--- config.mk ---
export PLATFORM = sky130hd
export DESIGN_NAME = cdb_arbiter
export DESIGN_NICKNAME = d
export VERILOG_FILES = /design/src/rtl/cdb_arbiter.sv
export SDC_FILE = /design/constraint.sdc
export NUM_CORES = 1
export LEC_CHECK = 0
export CORE_MARGIN = 1
export CORE_UTILIZATION = 36
export DETAILED_ROUTE_END_ITERATION = 10
export MAX_ROUTING_LAYER = met4
export PLACE_DENSITY = 0.81
export SYNTH_ARGS = -nofsm -noshare
export SYNTH_HDL_FRONTEND = slang
export SYNTH_SLANG_ARGS = --single-unit
--- constraint.sdc ---
create_clock -name clock_i -period 4.85 [get_ports clock_i]
set_clock_uncertainty 0.15 [all_clocks]
set_input_delay 0.97 -clock clock_i [delete_from_list [all_inputs] [get_ports clock_i]]
set_output_delay 0.97 -clock clock_i [all_outputs]
set_load 0.1 [all_outputs]
--- src/rtl/cdb_arbiter.sv ---
// cdb_arbiter: priority-class round-robin arbiter driving the single registered Common Data Bus.
// Define CDB_AGE_BOOST_EN to add per-FU wait counters that bound low-priority starvation.

`ifdef CDB_AGE_BOOST_EN
// Per-FU saturating wait counter; boost_o flags a requester that has waited MAX_WAIT cycles.
module cdb_wait_ctr #(
  parameter int MAX_WAIT = 8,
  parameter int CNT_W    = 4
) (
  input  logic clock_i,
  input  logic reset_i,
  input  logic clr_i,
  input  logic inc_i,
  output logic boost_o
);
  logic [CNT_W-1:0] cnt_q, cnt_d;

  always_comb begin
    cnt_d = cnt_q;
    if (clr_i)
      cnt_d = '0;
    else if (inc_i && (cnt_q != CNT_W'(MAX_WAIT)))
      cnt_d = cnt_q + 1'b1;
  end

  always_ff @(posedge clock_i) begin
    if (reset_i) cnt_q <= '0;
    else         cnt_q <= cnt_d;
  end

  assign boost_o = (cnt_q == CNT_W'(MAX_WAIT));
endmodule
`endif

module cdb_arbiter #(
  parameter int NUM_FU   = 5,
  parameter int TAG_W    = 5,
  parameter int XLEN     = 32,
  parameter int MAX_WAIT = 8
) (
  input  logic                             clock_i,
  input  logic                             reset_i,
  input  logic                             squash_i,
  input  logic [NUM_FU-1:0]                done_i,
  input  logic [NUM_FU-1:0]                prio_i,
  input  logic [NUM_FU-1:0][TAG_W-1:0]     fu_tag_i,
  input  logic [NUM_FU-1:0][XLEN-1:0]      fu_value_i,
  output logic [NUM_FU-1:0]                ack_o,
  output logic                             cdb_valid_o,
  output logic [TAG_W-1:0]                 cdb_tag_o,
  output logic [XLEN-1:0]                  cdb_value_o,
  output logic [((NUM_FU > 1) ? $clog2(NUM_FU) : 1)-1:0] cdb_fu_idx_o
);
  localparam int IDX_W = (NUM_FU > 1) ? $clog2(NUM_FU) : 1;

  typedef struct packed {
    logic             valid;
    logic [TAG_W-1:0] tag;
    logic [XLEN-1:0]  value;
    logic [IDX_W-1:0] idx;
  } cdb_pkt_t;

  if (NUM_FU < 1 || MAX_WAIT < 1) begin : g_cfg_chk
    $error("cdb_arbiter: NUM_FU and MAX_WAIT must be at least 1");
  end

  logic [IDX_W-1:0]  rr_ptr_q, rr_ptr_d;
  cdb_pkt_t          cdb_q, cdb_d;
  logic [NUM_FU-1:0] hi_req, cand;
  logic [IDX_W-1:0]  win_idx;
  logic              win_vld;
  logic              grant_en;

`ifdef CDB_AGE_BOOST_EN
  localparam int CNT_W = $clog2(MAX_WAIT + 1);
  logic [NUM_FU-1:0] boost, boosted;

  for (genvar g = 0; g < NUM_FU; g++) begin : g_wait
    cdb_wait_ctr #(.MAX_WAIT(MAX_WAIT), .CNT_W(CNT_W)) u_ctr (
      .clock_i (clock_i),
      .reset_i (reset_i),
      .clr_i   (squash_i | ~done_i[g] | ack_o[g]),
      .inc_i   (done_i[g] & ~ack_o[g]),
      .boost_o (boost[g])
    );
  end

  // A counter can still read MAX_WAIT the cycle after done drops, so gate with done.
  assign boosted = boost & done_i;
`endif

  always_comb begin
    hi_req = done_i & prio_i;
    cand   = (|hi_req) ? hi_req : done_i;
`ifdef CDB_AGE_BOOST_EN
    if (|boosted) cand = boosted;
`endif
  end

  // First candidate at or after rr_ptr, wrapping modulo NUM_FU.
  always_comb begin : rr_pick
    int idx;
    idx     = 0;
    win_vld = 1'b0;
    win_idx = '0;
    for (int k = 0; k < NUM_FU; k++) begin
      idx = int'(rr_ptr_q) + k;
      if (idx >= NUM_FU) idx = idx - NUM_FU;
      if (!win_vld && cand[idx]) begin
        win_vld = 1'b1;
        win_idx = IDX_W'(idx);
      end
    end
  end

  assign grant_en = win_vld && !squash_i && !reset_i;
  assign ack_o    = grant_en ? (NUM_FU'(1) << win_idx) : '0;

  always_comb begin
    rr_ptr_d = rr_ptr_q;
    if (grant_en)
      rr_ptr_d = (win_idx == IDX_W'(NUM_FU - 1)) ? '0 : win_idx + 1'b1;
  end

  // Tag/value/idx hold their last broadcast when nothing is granted.
  always_comb begin
    cdb_d       = cdb_q;
    cdb_d.valid = grant_en;
    if (grant_en) begin
      cdb_d.tag   = fu_tag_i[win_idx];
      cdb_d.value = fu_value_i[win_idx];
      cdb_d.idx   = win_idx;
    end
  end

  always_ff @(posedge clock_i) begin
    if (reset_i) begin
      rr_ptr_q <= '0;
      cdb_q    <= '0;
    end else begin
      rr_ptr_q <= rr_ptr_d;
      cdb_q    <= cdb_d;
    end
  end

  assign cdb_valid_o  = cdb_q.valid;
  assign cdb_tag_o    = cdb_q.tag;
  assign cdb_value_o  = cdb_q.value;
  assign cdb_fu_idx_o = cdb_q.idx;
endmodule

==> results.cfg, run 1 <==
[status]
status = complete, no violations

[floorplan]
core_area_um2 = 12010
die_area_um2 = 12790
initial_utilization = 0.3698
die_h_um = 113.1
io_pins = 244
placementRows = 40
dieWidth_um = 113.1

[synth]
async_reset_ff_frac = 0
synth-seq-cells = 44
synth.distinct_cells = 67
syn_inst = 531
synth_edf_count = 0
yosysSeqAreaShare = 0.1983
syn_nets = 742
syn_avg_cell_area_um2 = 8.365
synthFlopType = dfxtp_1
syn_area_um2 = 4442
yosys_warnings = 0

[cells_and_area]
final_area_um2 = 7809
finalNetCount = 1016
area_delta_synth_final_pct = 75.80
fin_util = 0.6501
final_common_cell = clkdlybuf4s50_1
final_layout_size_suffix_gt1_frac = 0.2025
final_cell_mix = clkdlybuf4s50_1, buf_4, o211ai_1

[clock_tree]
clkTransAtPathRegs_ps = 60
cts_made_buffers = 5
cts.sink_count = 44
root_buffer = clkbuf_16
h-tree-depth = 2
tritoncts = yes
ctsLongestPathBuffers = 2
clk_latency_ps = 290

[pwr]
p_sw_w = 0.003296
netSwitchingFraction = 0.5618
powerDensity_nw_per_um2 = 751.3
vdd.ir_drop.worst_uv = 739.6
p_total_w = 0.005867
combinationalPowerShare = 0.850
p_int_w = 0.002571
seqPwrFrac = 0.093
pwr-share-clk = 0.058
p_leak_nw = 3.112

[global_route]
track_usage = 0.3002
grt_antenna_before_repair = 1
grt_max_degree = 75
grt_pass1_vias = 5557
grt_pass1_wl_um = 29230
grt_remaining_overflow = 0

[critical_path]
path_cells = inv_2 > ha_1 > inv_1 > ha_2 > buf_4 > a211o_1 > a21oi_1 > o2111ai_2 > and4_4 > buf_4 > a311oi_4 > buf_4 > nand2_4 > nor2_4 > buf_12
worstSetupPathType = flop to output pin
cp_max_fo = 6
cp_slowest_cell = dfxtp_1
critical_path_arrival_ps = 3610
start_kind = flop
worst_ep_required_time_ps = 3730
end_kind = output pin
crit_path_frequent_cell = buf_4
max_stage_delay_ps = 370

[sta]
tightest_slew_ps = 1094
finalSetupViolCount = 0
timing.final.crit_share = 0.9755
period_needed_ps = 4731
relSlewSlack = 0.2687
max_freq_mhz = 211.4
finalHoldViolations = 0
drv_slew = 0

[route]
drc = 0
drtPass1Iterations = 5
drtIter0Drc = 354
routed_via_density = 5.801
drtAntennaViolNets = 0
routedWlPerCell_um = 20.02
vias = 5528
wl_um = 19080

[place]
io_buffers = 243
dpl_cell_area_um2 = 7357
hpwl_um = 14550
gp_congestion = 0.9291

[job]
cap_violations = 0

[min_path]
hold_path.class = flop to flop
cells in the mapped netlist, types with 2 or more instances:
master	number	area, um2
nand2_1	18	67.56
a31oi_1	6	37.54
nand3_1	6	30.03
nand4_1	4	25.02
xnor2_1	5	43.79
buf_6	4	45.04
a211o_1	4	35.03
and2_4	2	17.52
o211ai_2	12	150.1
nor2_1	26	97.59
a22oi_1	30	225.2
and4_1	2	17.52
a311oi_1	2	17.52
a21oi_1	17	85.08
nand2b_1	4	25.02
a211oi_2	2	25.02
mux2i_1	45	450.4
a21boi_1	4	30.03
clkbuf_1	20	75.07
dfxtp_1	44	880.8
nor4_1	2	12.51
o2111ai_1	4	35.03
a21boi_0	34	255.2
o21a_1	3	22.52
o211ai_1	65	488.0
a211oi_1	6	45.04
and3_1	39	244.0
ha_1	13	162.7
nor3_1	4	20.02
buf_2	19	95.09
inv_1	10	37.54
buf_4	6	45.04
nor2b_1	5	31.28
a21o_1	3	22.52
a22oi_2	10	125.1
a31o_2	2	17.52
o21ai_0	10	50.05
o31ai_1	4	30.03
and2_1	5	31.28
a31o_1	3	26.28
power groups by stage:
stage	sequential [W]	clock, W	combinational [W]
floorplan	0.00118	0	0.00289
global placement	0.000541	0	0.00466
detailed placement	0.000544	0	0.00474
CTS	0.000540	0.000344	0.00488
global route	0.000551	0.000353	0.00531
finish	0.000543	0.000338	0.00499
critical path: cells and delay by family, from the launching register on:
family                     cells  cell delay [ps]
AOI/OAI and AO/OA              4             1130
buffers and inverters          6              840
adders and majority gates      2              510
and+or+nand+nor                3              470
DFF                            1              370
through the flow:
stage          hold WS, ps  TNS, ps  worst slack, ps  cells
5_1_grt              375.1   -16.50           -16.50    953
3_5_place_dp         334.4   -731.7           -171.1    929
2_1_floorplan        446.9   -627.3           -242.4    531
4_1_cts              346.5        0            19.19    947
6_report             345.8        0            118.8    953
3_3_place_gp         327.6   -398.1           -107.5    929
worst paths after layout:
kind	start	end	slack (ps)	depth (start not counted)
max	rr_ptr_q[0]$_SDFFE_PP0P_	ack_o[0]	120	15
min reg2reg	cdb_value_o[23]$_SDFFE_PP0P_	cdb_value_o[23]$_SDFFE_PP0P_	350	2
max reg2reg	rr_ptr_q[0]$_SDFFE_PP0P_	cdb_value_o[9]$_SDFFE_PP0P_	660	17
min	cdb_value_o[23]$_SDFFE_PP0P_	cdb_value_o[23]$_SDFFE_PP0P_	350	2
sequential cells by signal, indices dropped and copies added, names as in the netlist:
signal	cells
cdb_fu_idx_o	3
cdb_tag_o	5
cdb_value_o	32
rr_ptr_q	3
cdb_valid_o	1
layer usage:
layer | vias to the layer above | wire, um | GRT usage
met3 | 40 | 1059 | 0.04928
met4 | 0 | 604 | 0.1123
li1 | 2640 | - | -
met5 | - | 0 | -
met2 | 208 | 9826 | 0.5346
met1 | 2640 | 7587 | 0.3361
repair_timing:
action                                  4_1_cts  5_1_grt
buffers inserted                             11        5
pin swaps                                    13       25
endpoints found under the setup margin        5        5
endpoints found under the hold margin         0        0
cloned                                        0        0
resized for setup                            27       30
hold buffers                                  0        0
final cells by class:
| cell class | count | area, um2 |
|---|---|---|
| clock buffer | 6 | 128.9 |
| timing repair buffer | 316 | 3047 |
| inverter | 11 | 43.79 |
| clock inverter | 1 | 5.005 |
| sequential | 44 | 880.8 |
| multi-input combinational | 427 | 3517 |
| tap | 147 | 183.9 |
| antenna | 1 | 2.502 |
| fill | 987 | 4203 |
logic make-up (layout without fill, tap and decap cells):
logic type	after synthesis	in the layout	synth area share
compound gates	241	241	0.4352
fa+ha+maj	13	13	0.03662
mux	45	45	0.1014
other cells	0	1	0
xor+xnor	6	6	0.01183
flops	44	44	0.1983
buf+inv	60	334	0.06789
simple gates	122	122	0.1487
No activity file was read; power rests on OpenSTA's default activity.
==> run 2, diff against run 1 <==
--- a/config.mk
+++ b/config.mk
@@ -6,10 +6,11 @@
 export NUM_CORES = 1
 export LEC_CHECK = 0
 export CORE_MARGIN = 1
-export CORE_UTILIZATION = 36
+export CORE_UTILIZATION = 41
+export CTS_BUF_LIST = sky130_fd_sc_hd__clkbuf_4
 export DETAILED_ROUTE_END_ITERATION = 10
 export MAX_ROUTING_LAYER = met4
-export PLACE_DENSITY = 0.81
+export PLACE_DENSITY = 0.87
 export SYNTH_ARGS = -nofsm -noshare
 export SYNTH_HDL_FRONTEND = slang
 export SYNTH_SLANG_ARGS = --single-unit
==> constraint.sdc (replaced) <==
create_clock -name clock_i -period 4.7 [get_ports clock_i]
set_clock_uncertainty 0.15 [all_clocks]
set_input_delay 0.94 -clock clock_i [delete_from_list [all_inputs] [get_ports clock_i]]
set_output_delay 0.94 -clock clock_i [all_outputs]
set_load 0.1 [all_outputs]
==> results.cfg, run 2 (synthesis results as in run 1) <==
[status]
status = complete, no violations

[pwr]
pwr-share-clk = 0.030
netSwitchingFraction = 0.5572
p_int_w = 0.002845
p_sw_w = 0.003579
combinationalPowerShare = 0.881
p_leak_nw = 3.157
vdd.ir_drop.worst_uv = 1485
seqPwrFrac = 0.089
powerDensity_nw_per_um2 = 792.1

[route]
drc = 0
routed_via_density = 5.980
wl_um = 19690
vias = 5735
routedWlPerCell_um = 20.54
drtIter0Drc = 399
drtAntennaViolNets = 0
drtPass1Iterations = 5

[min_path]
hold_depth = 2
hold_path.class = flop to flop

[cells_and_area]
fill_cells = 721
largest_register_ff_count = 32
final_layout_size_suffix_gt1_frac = 0.2637
seqCellArea_um2 = 889.6
multi_input_area_um2 = 3751
antenna_cells = 0
finalNetCount = 1034
finalNonFillerCells = 959
area_delta_synth_final_pct = 82.59
final_cell_mix = clkdlybuf4s50_1, buf_4, o211ai_1
final_common_cell = clkdlybuf4s50_1

[sta]
timing.final.crit_share = 0.9845
tightest_slew_ps = 1209
finalSetupViolCount = 0
finalHoldViolations = 0
drv_slew = 0
period_needed_ps = 4627
relSlewSlack = 0.1942
hold_slack_ps = 365.1
max_freq_mhz = 216.1

[floorplan]
placementRows = 37
die_area_um2 = 11250
core_area_um2 = 10420
io_pins = 244
die_h_um = 106.1
initial_utilization = 0.4264
dieWidth_um = 106.1

[place]
hpwl_um = 14620
gp_congestion = 0.9511
dp.cells = 917
io_buffers = 243

[critical_path]
reg2reg_to = cdb_value_o[5]$_SDFFE_PP0P_
critPathLaunch = rr_ptr_q[1]$_SDFFE_PP0P_
worst-r2r-setup-slack_ps = 570
path_cells = inv_6 > ha_4 > inv_2 > ha_4 > o31a_1 > o22ai_4 > buf_4 > nor3_2 > o211ai_1 > buf_4 > a31o_1 > a31oi_2 > o21ai_4 > and2_4 > inv_2 > nor2_4 > buf_12
worst_ep_required_time_ps = 3610
end_kind = output pin
worstSetupPathType = flop to output pin
start_kind = flop
critical_path_arrival_ps = 3540
crit_cells = 17
crit_buf_inv = 6
cp_slowest_cell = dfxtp_4
worstSetupEndpoint = ack_o[2]
ff2ff_path_depth = 15
max_stage_delay_ps = 390
path_delay_family = compound AO/OA/AOI/OAI gates
r2r_start = rr_ptr_q[1]$_SDFFE_PP0P_
cp_max_fo = 8

[global_route]
track_usage = 0.3404
grt_pass1_wl_um = 29110
grt_remaining_overflow = 0
grt_pass1_vias = 5629
grt_max_degree = 75
grt_antenna_before_repair = 0

[clock_tree]
cts_made_buffers = 5
tritoncts = yes
root_buffer = clkbuf_4
hold_buffers = 0
clkTransAtPathRegs_ps = 160
cts.sink_count = 44
ctsLongestPathBuffers = 2
h-tree-depth = 2
clk_latency_ps = 380

[job]
cap_violations = 0
## run 2: cell type report
cell class / instances / area share
Tap cell: 136 / 0.02098
Clock inverter: 2 / 0.001543
Clock buffer: 5 / 0.004628
Inverter: 11 / 0.006017
Multi-Input combinational cell: 427 / 0.4625
Sequential cell: 44 / 0.1097
Timing Repair Buffer: 334 / 0.3946
## run 2: what timing repair did
| item | in CTS | in global routing |
|---|---|---|
| endpoints found under the setup margin | 5 | 5 |
| pin swaps | 25 | 34 |
| buffers inserted | 11 | 24 |
| resized for setup | 56 | 71 |
## run 2: metrics by stage
step | utilization | worst slack [ps] | setup TNS [ps] | area [um2] | total power, W
6_report | 0.7786 | 73.03 | 0 | 8110 | 0.006424
5_1_grt | 0.7786 | -52.23 | -125.7 | 8110 | 0.006753
4_1_cts | 0.7350 | 2.408 | 0 | 7656 | 0.005898
3_5_place_dp | 0.7043 | -247.5 | -2994 | 7336 | 0.005422
3_3_place_gp | 0.7043 | -190.9 | -700.7 | 7336 | 0.005328
2_1_floorplan | - | -332.4 | -987.3 | 4514 | 0.004198
## run 2: worst min path at each step
stage / start / endpoint / slack [ps]
6_report: cdb_value_o[29]$_SDFFE_PP0P_ / cdb_value_o[29]$_SDFFE_PP0P_ / 370
5_1_grt: cdb_value_o[29]$_SDFFE_PP0P_ / cdb_value_o[29]$_SDFFE_PP0P_ / 380
4_1_cts: cdb_value_o[29]$_SDFFE_PP0P_ / cdb_value_o[29]$_SDFFE_PP0P_ / 370
3_5_place_dp: cdb_fu_idx_o[1]$_SDFFE_PP0P_ / cdb_fu_idx_o[1]$_SDFFE_PP0P_ / 330
3_3_place_gp: cdb_value_o[29]$_SDFFE_PP0P_ / cdb_value_o[29]$_SDFFE_PP0P_ / 320
2_1_floorplan: rr_ptr_q[1]$_SDFFE_PP0P_ / rr_ptr_q[1]$_SDFFE_PP0P_ / 450
## run 2: power by group through the flow
stage	Clock [W]	Sequential (W)	Combinational, W
CTS	0.000200	0.000560	0.00514
global placement	0	0.000559	0.00477
floorplan	0	0.00121	0.00298
detailed placement	0	0.000562	0.00486
global route	0.000210	0.000582	0.00596
finish	0.000195	0.000571	0.00566
## run 2: layer usage
metal  wire [um]  GRT usage  part of all wire
met1        7608     0.3818              0.39
met2       10100     0.6027              0.51
met3        1305    0.05641             0.066
met4         683     0.1329             0.035
met5           0          -                 0
## run 2: worst min-delay path, delay by kind of cell, from the launching register on
family         cells  cell delay (ps)
flip-flops         1              370
AO/OA/AOI/OAI      2              120
==> RTL edit: new RTL, config.mk and constraints of run 1 <==
Build with the macro `CDB_AGE_BOOST_EN` defined.
--- a/src/rtl/cdb_arbiter.sv
+++ b/src/rtl/cdb_arbiter.sv
@@ -1,5 +1,7 @@
 // cdb_arbiter: priority-class round-robin arbiter driving the single registered Common Data Bus.
 // Define CDB_AGE_BOOST_EN to add per-FU wait counters that bound low-priority starvation.
+
+`define CDB_AGE_BOOST_EN
 
 `ifdef CDB_AGE_BOOST_EN
 // Per-FU saturating wait counter; boost_o flags a requester that has waited MAX_WAIT cycles.
Function: no difference found for any inputs over 4 cycles, from zero or initial values and one cycle with reset_i high; that may be too few to reach the edited logic, so the function may still have changed.
==> RTL edit against run 1 <==
Area after synthesis is 35% higher. Critical path depth is the same. Sequential share of layout area up 1.7 points. Total power rose by 44%. The run now ends with negative setup slack left. Worst setup slack worse by 0.16 ns. Maximum frequency shrank 3.2%. Largest cell class unchanged. Routed wire length grew 31%. First-iteration DRC count rose by 34%. Final area up 27%. Hold slack worse by 0.045 ns. Sequential power up 37%. Sequential cell count grew 20. Global-route usage decreased by 0.84 points.
==> RTL edit: results (changes against run 1) <==
stage;metric;value;unit;change
outcome;status;finished, violations left;;
outcome;violated checks;negative setup slack;;
finish;antenna cells;0;;-1
finish;share of post-route cells with drive strength above 1;21.8;%;+1.5 points
sta;post-route setup slack;-0.0376;ns;-0.156 ns
clocking;Worst-Skew Late Latency;0.33;ns;+0.04 ns
grt;vias in the first global route;7155;;+29%
synth;Commonest cells post-synth;nor2_1 (152), nand2_1 (68), dfxtp_1 (64);;
grt;first-pass GRT wire length;37000;um;+27%
route;First-pass DRT Iterations;6;;+1
synth;Gate Count Post-Synth;814;;+53%
finish;Layout fillers;1375;;+39%
setup_path;Worst path slowest cell;a211o_4;;
route;wire per inst;18.6;um;-7.1%
place;Setup WS pre-CTS;-0.592;ns;-0.421 ns
setup_path;Reg2Reg Capture Point;cdb_value_o[19]$_SDFFE_PP0P_;;
worst_hold_path;hold path startpoint;cdb_fu_idx_o[1]$_SDFFE_PP0P_;;
route;detail-routed via count per cell;5.60;;-3.4%
worst_hold_path;Worst Hold End;cdb_fu_idx_o[1]$_SDFFE_PP0P_;;
clocking;CTS H-tree depth;3;;+1
setup_path;critical-path maximum fanout;5;;-1
sta;final setup fails;3;;+3
sta;Slew HR;28.8;%;+1.9 points
setup_path;critical path's top delay family;simple AND/OR/NAND/NOR gates;;
pwr;Pleak;3.94;nW;+27%
grt;total global-route track usage;29.2;%;-0.84 points
RTL edit: cell type report:
| cell class | instances | area share (%) |
|---|---|---|
| inverter | 18 | 0.734 |
| multi-input combinational | 665 | 45.6 |
| timing repair buffer | 363 | 35.3 |
| tap | 216 | 2.73 |
| clock buffer | 13 | 2.53 |
| sequential | 64 | 13.0 |
| clock inverter | 1 | 0.0506 |
RTL edit: metrics by stage:
step | hold WS [ns] | instance area (um^2) | TNS [ns]
3_5_place_dp | 0.288 | 9300 | -15.31
2_1_floorplan | 0.312 | 6100 | -0.889
3_3_place_gp | 0.289 | 9300 | -11.93
5_1_grt | 0.313 | 9890 | -0.409
6_report | 0.301 | 9890 | -0.0849
4_1_cts | 0.306 | 9820 | -0.00784
RTL edit: kinds of logic (layout without fill, tap and decap cells):
kind of cell               count (synthesis)  after routing  share of synthesized area [%]
muxes                                     16             16                           2.76
and+or+nand+nor                          356            356                           27.6
DFF                                       64             64                           21.4
xor gates and xnor gates                  15             15                           2.19
adders and majority gates                 22             22                           4.59
AOI/OAI and AO/OA                        256            256                           33.9
buffers and inverters                     85            395                           7.56
RTL edit: layer usage:
layer	up-vias	track usage (%)	wire, um
li1	3598	-	-
met2	322	47.6	12200
met3	69	4.64	1570
met1	3516	34.6	10100
met5	-	-	0
met4	0	15.1	1060
RTL edit: power by group through the flow:
stage                     Clock [mW]  Combinational (mW)  Sequential [mW]
after global placement             0                6.67            0.742
final                          0.584                7.12            0.744
after floorplan                    0                3.81             1.60
after CTS                      0.596                6.98            0.743
after detailed placement           0                6.72            0.744
after global routing           0.621                7.51            0.758
RTL edit: what timing repair did:
item                       4_1_cts  5_1_grt
cloned                           1        0
gates resized for setup         79       14
hold endpoints to repair         0        0
buffers inserted                14        2
setup endpoints to repair       20        5
pin swaps                       27       14
